<file path="src/rtl/zorro_autoconfig_if.sv">
// zorro_autoconfig_if
//   68030-side bus bundle seen by the Zorro II autoconfig / fast RAM decode
//   stage.
//   master : CPU side; drives the strobes, function code, address and write
//            data, and observes the decode results.
//   slave  : the decode stage (zorro_autoconfig).
//   AS20, DS20      address / data strobe, active low
//   RW20            1 = read, 0 = write
//   FC[2:0]         function code (3'b111 = CPU space)
//   A[23:0]         address bus
//   D_IN[3:0]       write data nibble D31:28
//   D_OUT[3:0]      read data nibble D31:28
//   D_OE            1 = D_OUT drives D31:28
//   INTCYCLE        0 = internal access; the bus bridge stays idle
//   RAMSEL          0 = fast RAM hit
//   DSACK1          0 = config cycle terminated as a 16-bit port
interface zorro_autoconfig_if;
   logic        AS20;
   logic        DS20;
   logic        RW20;
   logic [2:0]  FC;
   logic [23:0] A;
   logic [3:0]  D_IN;
   logic [3:0]  D_OUT;
   logic        D_OE;
   logic        INTCYCLE;
   logic        RAMSEL;
   logic        DSACK1;

   modport master (
      output AS20, DS20, RW20, FC, A, D_IN,
      input  D_OUT, D_OE, INTCYCLE, RAMSEL, DSACK1
   );

   modport slave (
      input  AS20, DS20, RW20, FC, A, D_IN,
      output D_OUT, D_OE, INTCYCLE, RAMSEL, DSACK1
   );
endinterface

</file>
<file path="src/rtl/zorro_autoconfig.sv">
// zorro_autoconfig
//   Upstream decode stage for the 68030-to-Amiga bus bridge. Presents a
//   Zorro II autoconfig board for the accelerator fast RAM, records the base
//   address the OS assigns, decodes fast RAM hits and terminates config-space
//   cycles internally. INTCYCLE (active low) tells the bus bridge to keep the
//   Amiga bus idle.
// Ports
//   CLKCPU   in   CPU clock, all flops on its rising edge
//   RESET    in   asynchronous, active-high reset
//   bus      slave modport of zorro_autoconfig_if (strobes, FC, address,
//            data nibble D31:28, D_OE, INTCYCLE, RAMSEL, DSACK1)
//   CFGIN    in   (ZORRO_CFGOUT_EN only) chain enable from upstream, active low
//   CFGOUT   out  (ZORRO_CFGOUT_EN only) chain enable to downstream, active low
// Configuration
//   ZORRO_CFGOUT_EN : when defined, adds CFGIN/CFGOUT for daisy-chained
//   autoconfig. When undefined, the board is always first in the chain.
module zorro_autoconfig #(
   parameter logic [7:0]  PRODUCT      = 8'h03,
   parameter logic [15:0] MANUFACTURER = 16'h07DB,
   parameter int          RAM_MB       = 8,
   parameter int          CFG_WAIT     = 2
) (
   input  logic CLKCPU,
   input  logic RESET,
`ifdef ZORRO_CFGOUT_EN
   input  logic CFGIN,
   output logic CFGOUT,
`endif
   zorro_autoconfig_if.slave bus
);

   typedef enum logic [1:0] {
      UNCONF     = 2'd0,
      CONFIGURED = 2'd1,
      SHUTUP     = 2'd2
   } board_t;

   typedef enum logic [1:0] {
      CYC_IDLE = 2'd0,
      CYC_WAIT = 2'd1,
      CYC_ACK  = 2'd2
   } cyc_t;

   localparam logic [2:0] CNT_LAST = 3'(CFG_WAIT - 1);
   localparam logic [4:0] RAM_SPAN = 5'(RAM_MB);

   // Board state: cleared only by RESET.
   board_t     board_reg, board_next;
   logic [3:0] base_reg, base_next;
   logic       pend_cfg_reg, pend_cfg_next;
   logic       pend_shut_reg, pend_shut_next;
   logic [3:0] er_low_unused_reg, er_low_unused_next;

   // Cycle state: cleared by RESET or by AS20 going high.
   cyc_t       cyc_reg, cyc_next;
   logic [2:0] cnt_reg, cnt_next;
   logic       intcycle_reg, intcycle_next;

   logic       cycle_clr;
   logic       cfgin_n;
   logic       cfg_hit;
   logic       ram_hit;
   logic       data_space;
   logic [4:0] page;
   logic [4:0] range_lo;
   logic [4:0] range_hi;
   logic [3:0] rom_nib;
   logic       wr_strobe;
   logic       unused_addr;

`ifdef ZORRO_CFGOUT_EN
   logic cfgout_reg;
   assign cfgin_n = CFGIN;
   assign CFGOUT  = cfgout_reg;
`else
   assign cfgin_n = 1'b0;
`endif

   assign cycle_clr  = RESET | bus.AS20;
   assign data_space = ~bus.AS20 & ~(&bus.FC);
   assign wr_strobe  = ~bus.RW20 & ~bus.DS20;

   assign cfg_hit = (board_reg == UNCONF) & data_space & ~cfgin_n &
                    (bus.A[23:16] == 8'hE8);

   // 5-bit compare so a board placed near the top of the map cannot wrap
   // around to $0.
   assign page     = {1'b0, bus.A[23:20]};
   assign range_lo = {1'b0, base_reg};
   assign range_hi = range_lo + RAM_SPAN - 5'd1;
   assign ram_hit  = (board_reg == CONFIGURED) & data_space &
                     (page >= range_lo) & (page <= range_hi);

   // Only A[6:1] selects a config register; the rest are don't-care here.
   assign unused_addr = ^{bus.A[15:7], bus.A[0]};

   // Autoconfig read map; everything except $00/$02 is stored inverted.
   always_comb begin
      rom_nib = 4'hF;
      case (bus.A[6:1])
         6'h00:   rom_nib = 4'hE;
         6'h01:   rom_nib = 4'h0;
         6'h02:   rom_nib = ~PRODUCT[7:4];
         6'h03:   rom_nib = ~PRODUCT[3:0];
         6'h08:   rom_nib = ~MANUFACTURER[15:12];
         6'h09:   rom_nib = ~MANUFACTURER[11:8];
         6'h0A:   rom_nib = ~MANUFACTURER[7:4];
         6'h0B:   rom_nib = ~MANUFACTURER[3:0];
         default: rom_nib = 4'hF;
      endcase
   end

   always_comb begin
      cyc_next           = cyc_reg;
      cnt_next           = cnt_reg;
      intcycle_next      = intcycle_reg;
      board_next         = board_reg;
      base_next          = base_reg;
      pend_cfg_next      = pend_cfg_reg;
      pend_shut_next     = pend_shut_reg;
      er_low_unused_next = er_low_unused_reg;

      case (cyc_reg)
         CYC_IDLE: begin
            if (cfg_hit) begin
               cyc_next = CYC_WAIT;
               cnt_next = 3'd0;
            end
         end
         CYC_WAIT: begin
            if (cnt_reg == CNT_LAST) begin
               cyc_next = CYC_ACK;
               // Writes are captured once, on the edge that terminates.
               if (wr_strobe) begin
                  case (bus.A[6:1])
                     6'h24: begin
                        base_next     = bus.D_IN;
                        pend_cfg_next = 1'b1;
                     end
                     6'h25:   er_low_unused_next = bus.D_IN;
                     6'h26:   pend_shut_next     = 1'b1;
                     default: ;
                  endcase
               end
            end else begin
               cnt_next = cnt_reg + 3'd1;
            end
         end
         CYC_ACK:  ;
         default:  cyc_next = CYC_IDLE;
      endcase

      if (cfg_hit || ram_hit) begin
         intcycle_next = 1'b0;
      end

      // A pending state change is applied only once the config cycle has
      // ended, so the new RAM window cannot alias the cycle still in flight.
      if ((cyc_reg == CYC_IDLE) && (pend_cfg_reg || pend_shut_reg)) begin
         pend_cfg_next  = 1'b0;
         pend_shut_next = 1'b0;
         if (board_reg == UNCONF) begin
            board_next = pend_shut_reg ? SHUTUP : CONFIGURED;
         end
      end
   end

   always_ff @(posedge CLKCPU or posedge cycle_clr) begin
      if (cycle_clr) begin
         cyc_reg      <= CYC_IDLE;
         cnt_reg      <= 3'd0;
         intcycle_reg <= 1'b1;
      end else begin
         cyc_reg      <= cyc_next;
         cnt_reg      <= cnt_next;
         intcycle_reg <= intcycle_next;
      end
   end

   always_ff @(posedge CLKCPU or posedge RESET) begin
      if (RESET) begin
         board_reg         <= UNCONF;
         base_reg          <= 4'h0;
         pend_cfg_reg      <= 1'b0;
         pend_shut_reg     <= 1'b0;
         er_low_unused_reg <= 4'h0;
      end else begin
         board_reg         <= board_next;
         base_reg          <= base_next;
         pend_cfg_reg      <= pend_cfg_next;
         pend_shut_reg     <= pend_shut_next;
         er_low_unused_reg <= er_low_unused_next;
      end
   end

`ifdef ZORRO_CFGOUT_EN
   // Pass the chain on one edge after this board leaves UNCONF.
   always_ff @(posedge CLKCPU or posedge RESET) begin
      if (RESET) begin
         cfgout_reg <= 1'b1;
      end else begin
         cfgout_reg <= (board_reg == UNCONF);
      end
   end
`endif

   assign bus.D_OE     = ((cyc_reg == CYC_WAIT) || (cyc_reg == CYC_ACK)) & bus.RW20;
   assign bus.D_OUT    = bus.D_OE ? rom_nib : 4'hF;
   assign bus.DSACK1   = ~(cyc_reg == CYC_ACK);
   assign bus.INTCYCLE = intcycle_reg;
   assign bus.RAMSEL   = ~ram_hit;

endmodule
</file>
<file path="src/flat_wrapper.sv">
// flat-port wrapper written by rule: the top's interface ports become plain ports
module zorro_autoconfig_flat 
#(
   parameter logic [7:0]  PRODUCT      = 8'h03,
   parameter logic [15:0] MANUFACTURER = 16'h07DB,
   parameter int          RAM_MB       = 8,
   parameter int          CFG_WAIT     = 2
)
  (CLKCPU, RESET, bus_AS20, bus_DS20, bus_RW20, bus_FC, bus_A, bus_D_IN, bus_D_OUT, bus_D_OE, bus_INTCYCLE, bus_RAMSEL, bus_DSACK1);
  zorro_autoconfig_if bus_i ();
  input  logic CLKCPU;
  input  logic RESET;
  input wire logic [$bits(bus_i.AS20)-1:0] bus_AS20;
  input wire logic [$bits(bus_i.DS20)-1:0] bus_DS20;
  input wire logic [$bits(bus_i.RW20)-1:0] bus_RW20;
  input wire logic [$bits(bus_i.FC)-1:0] bus_FC;
  input wire logic [$bits(bus_i.A)-1:0] bus_A;
  input wire logic [$bits(bus_i.D_IN)-1:0] bus_D_IN;
  output wire logic [$bits(bus_i.D_OUT)-1:0] bus_D_OUT;
  output wire logic [$bits(bus_i.D_OE)-1:0] bus_D_OE;
  output wire logic [$bits(bus_i.INTCYCLE)-1:0] bus_INTCYCLE;
  output wire logic [$bits(bus_i.RAMSEL)-1:0] bus_RAMSEL;
  output wire logic [$bits(bus_i.DSACK1)-1:0] bus_DSACK1;
  assign bus_i.AS20 = bus_AS20;
  assign bus_i.DS20 = bus_DS20;
  assign bus_i.RW20 = bus_RW20;
  assign bus_i.FC = bus_FC;
  assign bus_i.A = bus_A;
  assign bus_i.D_IN = bus_D_IN;
  assign bus_D_OUT = bus_i.D_OUT;
  assign bus_D_OE = bus_i.D_OE;
  assign bus_INTCYCLE = bus_i.INTCYCLE;
  assign bus_RAMSEL = bus_i.RAMSEL;
  assign bus_DSACK1 = bus_i.DSACK1;
  zorro_autoconfig #(.PRODUCT(PRODUCT), .MANUFACTURER(MANUFACTURER), .RAM_MB(RAM_MB), .CFG_WAIT(CFG_WAIT)) u_core (.CLKCPU(CLKCPU), .RESET(RESET), .bus(bus_i));
endmodule
</file>
<file path="config.mk">
export PLATFORM = sky130hd
export DESIGN_NAME = zorro_autoconfig_flat
export DESIGN_NICKNAME = d
export VERILOG_FILES = /design/src/rtl/zorro_autoconfig_if.sv /design/src/rtl/zorro_autoconfig.sv /design/src/flat_wrapper.sv
export SDC_FILE = /design/constraint.sdc
export NUM_CORES = 1
export LEC_CHECK = 0
export ABC_AREA = 1
export CAP_MARGIN = 20
export CORE_AREA = 2 2 48 50
export CTS_BUF_LIST = sky130_fd_sc_hd__clkbuf_16
export DETAILED_ROUTE_END_ITERATION = 12
export DIE_AREA = 0 0 50 52
export DONT_BUFFER_PORTS = 1
export HOLD_SLACK_MARGIN = 0.06
export PLACE_DENSITY_LB_ADDON = 0.05
export SETUP_SLACK_MARGIN = 0.15
export SYNTH_ARGS = -nofsm -noshare
export SYNTH_HDL_FRONTEND = slang
export SYNTH_SLANG_ARGS = --single-unit
</file>
<file path="constraint.sdc">
create_clock -name CLKCPU -period 2.7 [get_ports CLKCPU]
set_input_delay 0.135 -clock CLKCPU [delete_from_list [all_inputs] [get_ports CLKCPU]]
set_output_delay 0.135 -clock CLKCPU [all_outputs]
set_load 0.03 [all_outputs]
</file>
==> reports/metrics.yaml, run 1 <==
outcome:
  status: "complete, no violations"
final_layout:
  fillCellCount: 197
  drive_gt1_share_pct: 5.17
  n_antenna_cell: 0
  syn2layout_area_growth_pct: 13.1
  stdcell_count: 202
  mostFrequentLayoutCells: "nand2_1 (41), inv_1 (32), nor2_1 (24)"
  final_common_cell: "nand2_1"
  nets: 228
  largest_reg_flops: 4
  postLayoutCellArea_sq_mm: 0.00133
timing:
  tns_ns: 0
  whs_ns: 0.0660
  layout_min_cycle_time_ns: 2.04
  slew_headroom_pct: 39.1
  setup_violations: 0
  maxSlewViolCount: 0
  fin_skew_ns: 0.000932
  worst_slew_pin_slew_ns: 0.905
  rsz0062_at_grt: "false"
  fmax_mhz: 490
  finalHoldViolations: 0
  fin_crit_sh_pct: 75.5
worst_setup_path:
  path_class: "register to output port"
  worstRegToRegCells: 9
  cp-end-kind: "output port"
  cp_num_buf_inv: 2
  crit_chain: "inv_1 > nand3_1 > xor2_1 > ha_1 > nand2_1 > o21bai_1 > a21oi_1 > nor2_1 > inv_1"
  critPathSlowestCell: "dfrtp_1"
  arrival_ns: 1.90
  critical_path.max_stage_delay_ns: 0.39
  path_max_fanout: 4
  cp-start-kind: "register"
  crit_cells: 9
  crit_required_ns: 2.57
  critPathTopFamily: "flip-flops"
  cp_common_cell: "inv_1"
yosys:
  ys_seq_area_share_pct: 30.0
  synthCells: 166
  yosys.cell_types.count: 19
  syn-num-nets: 219
  synth-seq-cells: 14
  avgSynthCellArea_sq_um: 7.07
  ys_warn_count: 0
  synth.cell_area_sq_mm: 0.00117
routing:
  wl_mm: 2.26
  postRouteAntennaNets: 0
  firstDrtPassIters: 4
  num_vias: 1021
  drtIter0Drc: 13
  via_per_inst: 5.05
  drc: 0
  wl_per_cell_um: 11.2
die:
  dieArea_sq_mm: 0.00260
  die_h_um: 52
  rows: 17
  start_util_pct: 55.7
  fp.dieW_um: 50
  coreArea_sq_mm: 0.00211
  io_pins: 44
clock_tree:
  htree_levels: 1
  insertion_delay_ns: 0.24
  postCtsHoldBufs: 3
  post_cts_buffers: 0
  cts-root-buf: "clkbuf_16"
  ctsResizeCount: 0
  clockBufferDepth: 2
  cts.sinks: 14
  cts_inserted_buffers: 3
  cts_tree: "yes"
  clkTransAtPathRegs_ns: 0.05
min_path:
  worstHoldPathCells: 2
  hold_path.class: "input pin to register"
power_and_ir_drop:
  power_density_mw_per_mm2: 619
  leakage_nw: 0.717
  ir_drop_uv: 409
  finalPower_uw: 822
global_route:
  grt_usage_pct: 20.1
  grt_pass1_vias: 1002
  overflow: 0
  grt_pass1_wl_mm: 3.91
  grt_max_degree: 10
  antenna_found_initial: 0
place:
  dp_hpwl_mm: 1.87
  routabilityCongestion: 0.774
  placed_area_sq_mm: 0.00121
  numPortBuffers: 0
  place_inst: 194
flow_run:
  cap_viol_max_count: 0
cell usage after synthesis:
library cell	count	area share (%)
o21ai_0	6	2.6
inv_1	32	10
a21oi_1	11	4.7
nor3_1	2	0.85
o21bai_1	1	0.64
nor3_4	1	1.4
o31ai_1	2	1.3
dfstp_2	1	2.2
nand3_1	8	3.4
xnor2_1	2	1.5
xor2_1	1	0.75
nor2_4	1	0.96
nand3_4	1	1.5
dfrtp_1	13	28
nand2_2	1	0.53
nor2_1	24	7.7
ha_1	17	18
nand2_1	41	13
nand3_2	1	0.85
area by class of cell:
type                            instances  area (sq um)  area share [%]
Multi-Input combinational cell        120           702            52.9
Inverter                               32           120            9.05
Clock inverter                          1          3.75           0.283
Tap cell                               28          35.0            2.64
Timing Repair Buffer                    4          40.0            3.02
Clock buffer                            3          75.1            5.66
Sequential cell                        14           352            26.5
cells by family after synthesis:
logic type | count (synthesis) | share of synthesized area [%]
and+or+nand+nor | 80 | 30.3
buffers and inverters | 32 | 10.2
AOI/OAI and AO/OA | 20 | 9.17
adders and majority gates | 17 | 18.1
DFF | 14 | 30.0
xor gates and xnor gates | 3 | 2.24
worst paths after layout:
| kind | from | end | slack (ns) |
|---|---|---|---|
| hold reg to reg | u_core.pend_shut_reg | u_core.board_reg[0] | 0.47 |
| setup / recovery | u_core.base_reg[2] | bus_RAMSEL | 0.66 |
| hold / removal | bus_D_IN[2] | u_core.base_reg[2] | 0.07 |
| setup reg to reg | u_core.base_reg[2] | u_core.bus.INTCYCLE | 1.09 |
| max in group asynchronous | RESET | u_core.bus.INTCYCLE | 1.94 |
| min in group asynchronous | RESET | u_core.board_reg[1] | 0.31 |
power by group:
| group | switching (mW) | internal, mW |
|---|---|---|
| logic | 0.194 | 0.0910 |
| clock network | 0.0838 | 0.196 |
| registers | 0.0216 | 0.236 |
| total | 0.299 | 0.523 |
metal layers:
metal	share of wire, %	track usage (%)
met3	5.0	2.30
met2	52	37.7
met5	0	0
met1	42	22.4
met4	1.5	9.72
through the flow:
step,util [%],setup slack [ns]
4_1_cts,62.6,0.633
5_1_grt,63.0,0.537
2_1_floorplan,-,1.02
6_report,63.0,0.661
3_5_place_dp,57.4,0.895
3_3_place_gp,57.4,0.913
Note: power is estimated with default switching activity, not from simulation.
==> run 2, diff against run 1 <==
Clock period 2.7 ns to 1.9 ns, I/O delays scaled along.
==> run 2 against run 1 <==
Against the previous run:
- the flow now finishes with violations (negative setup slack)
- final cell count grew 6.9%
- power grew 48%
- combinational power grew 59%
- wire length grew 17%
- critical path depth is the same
- sequential power grew 43%
- first-iteration DRC count grew 62%
- largest power group unchanged
==> reports/metrics.yaml, run 2 (synthesis results as in run 1) <==
outcome:
  status: "finished with violations"
  violations: "negative setup slack"
flow_run:
  cap_viol_max_count: 0  # unchanged
power_and_ir_drop:
  ir_drop_uv: 719  # +76%
  power_density_mw_per_mm2: 813  # +31%
  p_comb_share_pct: 37.4  # +2.8 points
  intPower_uw: 769  # +47%
  p_clk_share_pct: 32.3  # -1.7 points
  power.switching_uw: 444  # +49%
  p_sw_share_pct: 36.6  # +0.24 points
  leakage_nw: 0.778  # +8.4%
  finalPower_mw: 1.21  # +48%
  seq_power_share_pct: 30.3  # -1.1 points
clock_tree:
  cts-root-buf: "clkbuf_16"
  cts_tree: "yes"
  insertion_delay_ns: 0.24  # about the same
  cts.sinks: 14  # unchanged
  cts_inserted_buffers: 3  # unchanged
  htree_levels: 1  # unchanged
  clockBufferDepth: 2  # unchanged
  clkTransAtPathRegs_ns: 0.05  # about the same
global_route:
  grt_usage_pct: 20.7  # +0.61 points
  overflow: 0  # unchanged
  antenna_found_initial: 0  # unchanged
  grt_pass1_vias: 1080  # +7.8%
  grt_pass1_wl_mm: 4.10  # +4.8%
  grt_max_degree: 10  # unchanged
place:
  numPortBuffers: 0  # unchanged
  dpl_worst_slack_ns: 0.123  # -0.773 ns
  dp_hpwl_mm: 1.83  # -2.1%
  routabilityCongestion: 0.752  # -2.8%
  placed_area_sq_mm: 0.00122  # +0.62%
  place_inst: 195  # +0.52%
timing:
  fin_crit_sh_pct: 101
  slew_headroom_pct: 59.5  # +20 points
  layout_min_cycle_time_ns: 1.92
  worst_slew_pin_slew_ns: 0.604  # -0.301 ns
  finalHoldViolations: 0  # unchanged
  rsz0062_at_grt: "true"
  setup_violations: 1  # +1
  worst_slack_ns: -0.0191  # -0.680 ns
  tns_ns: -0.0191  # -0.0191 ns
  fmax_mhz: 521
  whs_ns: 0.0787  # +0.0127 ns
  fin_skew_ns: 0.00303  # +0.00210 ns
  maxSlewViolCount: 0  # unchanged
routing:
  via_per_inst: 5.20  # +2.9%
  wl_mm: 2.65  # +17%
  num_vias: 1123  # +10%
  firstDrtPassIters: 4  # unchanged
  postRouteAntennaNets: 0  # unchanged
  drtIter0Drc: 21  # +8
  drc: 0  # unchanged
  wl_per_cell_um: 12.3  # +9.6%
worst_setup_path:
  cp-start-kind: "register"
  cp-end-kind: "output port"
  arrival_ns: 1.82  # -0.08 ns
  path_class: "register to output port"
  path_max_fanout: 4  # unchanged
  worstRegToRegCells: 9  # unchanged
  crit_required_ns: 1.80  # -0.77 ns
die:
  io_pins: 44  # unchanged
  start_util_pct: 55.7  # unchanged
  dieArea_sq_mm: 0.00260  # unchanged
  fp.dieW_um: 50  # unchanged
  rows: 17  # unchanged
  coreArea_sq_mm: 0.00211  # unchanged
  die_h_um: 52  # unchanged
min_path:
  hold_path.class: "input pin to register"
  worstHoldPathCells: 3  # +1
final_layout:
  syn2layout_area_growth_pct: 27.1
  largest_reg_flops: 4  # unchanged
  stdcell_count: 216  # +6.9%
  final-seq-area_sq_um: 352  # unchanged
  final_common_cell: "nand2_1"
  nets: 242  # +6.1%
  drive_gt1_share_pct: 15.4  # +10 points
  mostFrequentLayoutCells: "nand2_1 (41), inv_1 (29), nor2_1 (23)"
  fillCellCount: 154  # -22%
  postLayoutCellArea_sq_mm: 0.00149  # +12%
  final_core_util_pct: 70.8  # +7.8 points
  multi_input_area_sq_um: 751  # +7.0%
  n_antenna_cell: 0  # unchanged
## run 2: cell types whose count changed in the layout (fill, tap and decap cells not counted), sizes merged
cell,delta
inv,+1
buf,+10
clkinv,-1
dlygate4sd3,+4
## run 2: repair_timing
action / 4_1_cts / 5_1_grt
resized for setup: 7 / 6
endpoints found under the setup margin: 1 / 3
hold endpoints to repair: 18 / 0
buffers inserted: 4 / 5
pin swaps: 2 / 5
hold buffers: 8 / 0
## run 2: final cells by class
type,instances,area share (%)
sequential,14,23.6
multi-input combinational,120,50.3
timing repair buffer,18,10.4
clock inverter,1,0.252
tap,28,2.35
inverter,32,8.05
clock buffer,3,5.03
## run 2: path summary, 6_finish.rpt
check | start | end | slack (ns)
hold reg to reg | u_core.board_reg[0] | u_core.board_reg[1] | 0.46
max in group asynchronous | RESET | u_core.bus.INTCYCLE | 1.16
min in group asynchronous | RESET | u_core.board_reg[1] | 0.28
hold / removal | bus_DS20 | u_core.pend_cfg_reg | 0.08
setup reg to reg | u_core.base_reg[0] | u_core.bus.INTCYCLE | 0.29
setup / recovery | u_core.base_reg[0] | bus_RAMSEL | -0.02
## run 2: power groups by stage
| stage | Sequential, mW | Clock (mW) | Combinational [mW] |
|---|---|---|---|
| final | 0.368 | 0.391 | 0.453 |
| after global routing | 0.370 | 0.413 | 0.507 |
| after CTS | 0.368 | 0.399 | 0.448 |
| after detailed placement | 0.372 | 0 | 0.419 |
| after global placement | 0.368 | 0 | 0.400 |
| after floorplan | 0.362 | 0 | 0.339 |
## run 2: routing by layer
layer,wire [um],track usage (%),vias to the layer above
li1,-,-,560
met1,1040,22.7,522
met2,1450,39.5,36
met3,124,3.16,5
met4,31,8.33,0
met5,0,0,-
## run 2: worst max-delay path, stage by stage (launching register included)
cell      delay, ns
dfrtp_1        0.39
inv_2          0.12
nand3_2        0.08
xor2_1         0.15
ha_1           0.30
nand2_1        0.07
o21bai_1       0.16
a21oi_2        0.13
nor2_2         0.06
inv_2          0.13
==> run 3, diff against run 2 <==
Settings changed: CELL_PAD_IN_SITES_DETAIL_PLACEMENT set to 2, CELL_PAD_IN_SITES_GLOBAL_PLACEMENT set to 2, CORE_AREA 2 2 48 50 to 2 2 64 66, DIE_AREA 0 0 50 52 to 0 0 66 68.
==> run 3 against run 2 <==
Against the previous run:
- the flow still finishes with violations (negative setup slack)
- register-to-register slack worse by 0.16 ns
- sequential share of layout area down 0.27 points
- sequential power about the same
- setup slack worse by 0.048 ns
- clock power up 2%
- via count up 1.2%
- highest routed layer unchanged
==> reports/metrics.yaml, run 3 (synthesis results as in run 1) <==
power_and_ir_drop:
  leakage_nw: 0.776  # -0.18%
  power_density_mw_per_mm2: 816  # +0.37%
  finalPower_mw: 1.23  # +1.5%
  ir_drop_uv: 465  # -35%
timing:
  tns_ns: -0.0670  # -0.0478 ns
  setup_violations: 1  # unchanged
  rsz0062_at_grt: "true"
  worst_slew_pin_slew_ns: 0.560  # -0.0443 ns
  fin_skew_ns: 0.00187  # -0.00115 ns
  fin_crit_sh_pct: 104  # +2.5 points
  maxSlewViolCount: 0  # unchanged
  fmax_mhz: 508  # -2.4%
  whs_ns: 0.0869  # +0.00821 ns
  layout_min_cycle_time_ns: 1.97  # +0.0478 ns
  worst_slack_ns: -0.0670  # -0.0478 ns
  finalHoldViolations: 0  # unchanged
  slew_headroom_pct: 62.6  # +3.1 points
die:
  fp.dieW_um: 66  # +32%
  coreArea_sq_mm: 0.00386  # +83%
  io_pins: 44  # unchanged
  dieArea_sq_mm: 0.00449  # +73%
  die_h_um: 68  # +31%
  start_util_pct: 30.4  # -25 points
  rows: 23  # +6
final_layout:
  syn2layout_area_growth_pct: 28.6
  n_antenna_cell: 0  # unchanged
  multi_input_area_sq_um: 748  # -0.33%
  nets: 241  # -0.41%
  final_common_cell: "nand2_1"
  mostFrequentLayoutCells: "nand2_1 (38), inv_1 (28), nor2_1 (20)"
  final-seq-area_sq_um: 352  # unchanged
  stdcell_count: 237  # +9.7%
  largest_reg_flops: 4  # unchanged
  drive_gt1_share_pct: 18.2  # +2.8 points
  fillCellCount: 478  # +210%
worst_setup_path:
  critPathSlowestCell: "dfrtp_1"
  arrival_ns: 1.87  # +0.05 ns
  crit_required_ns: 1.80  # about the same
  cp_common_cell: "inv_2"
  cp-start-kind: "register"
  path_max_fanout: 4  # unchanged
  path_class: "register to output port"
  critical_path.max_stage_delay_ns: 0.38  # about the same
  cp-end-kind: "output port"
  critPathTopFamily: "flip-flops"
  crit_chain: "inv_2 > nand3_2 > xor2_1 > ha_1 > nand2_1 > o21bai_1 > a21oi_1 > nor2_2 > inv_2"
  cp_num_buf_inv: 2  # unchanged
min_path:
  hold_path.class: "input pin to register"
global_route:
  grt_max_degree: 10  # unchanged
  antenna_found_initial: 0  # unchanged
  met1_usage_pct: 16.4  # -6.3 points
  grt_pass1_wl_mm: 5.24  # +28%
  grt.met3_usage_pct: 2.80  # -0.36 points
  overflow: 0  # unchanged
  met2_usage_pct: 30.6  # -8.9 points
  grt_usage_pct: 15.3  # -5.4 points
  grt.busiest_layer: "met2"
  grt_pass1_vias: 1215  # +13%
place:
  place_inst: 220  # +13%
  dp_hpwl_mm: 2.57  # +41%
  numPortBuffers: 0  # unchanged
  routabilityCongestion: 0.677  # -9.9%
clock_tree:
  clkTransAtPathRegs_ns: 0.05  # about the same
  cts.sinks: 14  # unchanged
  cts_inserted_buffers: 3  # unchanged
  cts-root-buf: "clkbuf_16"
  insertion_delay_ns: 0.24  # about the same
  htree_levels: 1  # unchanged
  cts_tree: "yes"
  clockBufferDepth: 2  # unchanged
routing:
  num_vias: 1136  # +1.2%
  drtIter0Drc: 9  # -57%
  wl_per_cell_um: 13.4  # +9.1%
  via_per_inst: 4.79  # -7.8%
  wl_mm: 3.17  # +20%
  postRouteAntennaNets: 0  # unchanged
  drc: 0  # unchanged
  firstDrtPassIters: 2  # -2
outcome:
  violations: "negative setup slack"
  status: "finished with violations"
flow_run:
  cap_viol_max_count: 0  # unchanged
==> run 3: path summary, 6_finish.rpt <==
check | from | to | slack (ns) | cells past startpoint
worst max-delay path | u_core.base_reg[1] | bus_RAMSEL | -0.07 | 9
worst min-delay path | bus_DS20 | u_core.base_reg[3] | 0.09 | 3
worst max register to register | u_core.base_reg[1] | u_core.bus.INTCYCLE | 0.13 | 10
worst min register to register | u_core.board_reg[0] | u_core.board_reg[1] | 0.46 | 1
max in group asynchronous | RESET | u_core.bus.INTCYCLE | 1.14 | 2
min in group asynchronous | RESET | u_core.board_reg[1] | 0.28 | 2
==> run 3: cell type report <==
class | instances | area share [%]
clock buffer | 3 | 4.98
clock inverter | 1 | 0.249
inverter | 32 | 7.96
multi-input combinational | 120 | 49.6
sequential | 14 | 23.3
tap | 50 | 4.15
timing repair buffer | 17 | 9.78
==> run 3: routing by layer <==
layer / part of all wire, % / vias to the layer above / wire, um
met4: 1.1 / 0 / 36
met3: 3.7 / 5 / 118
li1: - / 559 / -
met5: 0 / - / 0
met2: 57 / 24 / 1800
met1: 38 / 548 / 1220
==> run 3: worst reg2reg max path, stage by stage, from the launching register on <==
cell      delay [ns]
dfrtp_1         0.38
inv_2           0.10
nand3_2         0.08
xor2_1          0.15
ha_1            0.32
nand2_1         0.08
o21bai_1        0.16
a21oi_1         0.16
nor2_2          0.08
buf_4           0.13
nor2_2          0.07
==> run 3: where the power goes <==
part	switching [mW]	internal (mW)
combinational	0.310	0.157
clock	0.119	0.278
sequential	0.0323	0.336
total	0.462	0.770
==> run 3: repair_timing <==
| action | in CTS | in global routing |
|---|---|---|
| gates resized for setup | 6 | 12 |
| setup buffers | 3 | 2 |
| hold buffers | 8 | 0 |
| pin swaps | 1 | 6 |
| setup endpoints to repair | 1 | 6 |
| endpoints found under the hold margin | 18 | 0 |
==> run 3: stage by stage <==
stage	instance area, sq um	worst slack (ns)	util [%]
CTS	1470	-0.0651	38.0
finish	1510	-0.0670	39.1
global placement	1270	0.114	32.8
floorplan	1170	0.264	-
detailed placement	1270	0.0704	32.8
global route	1510	-0.206	39.1
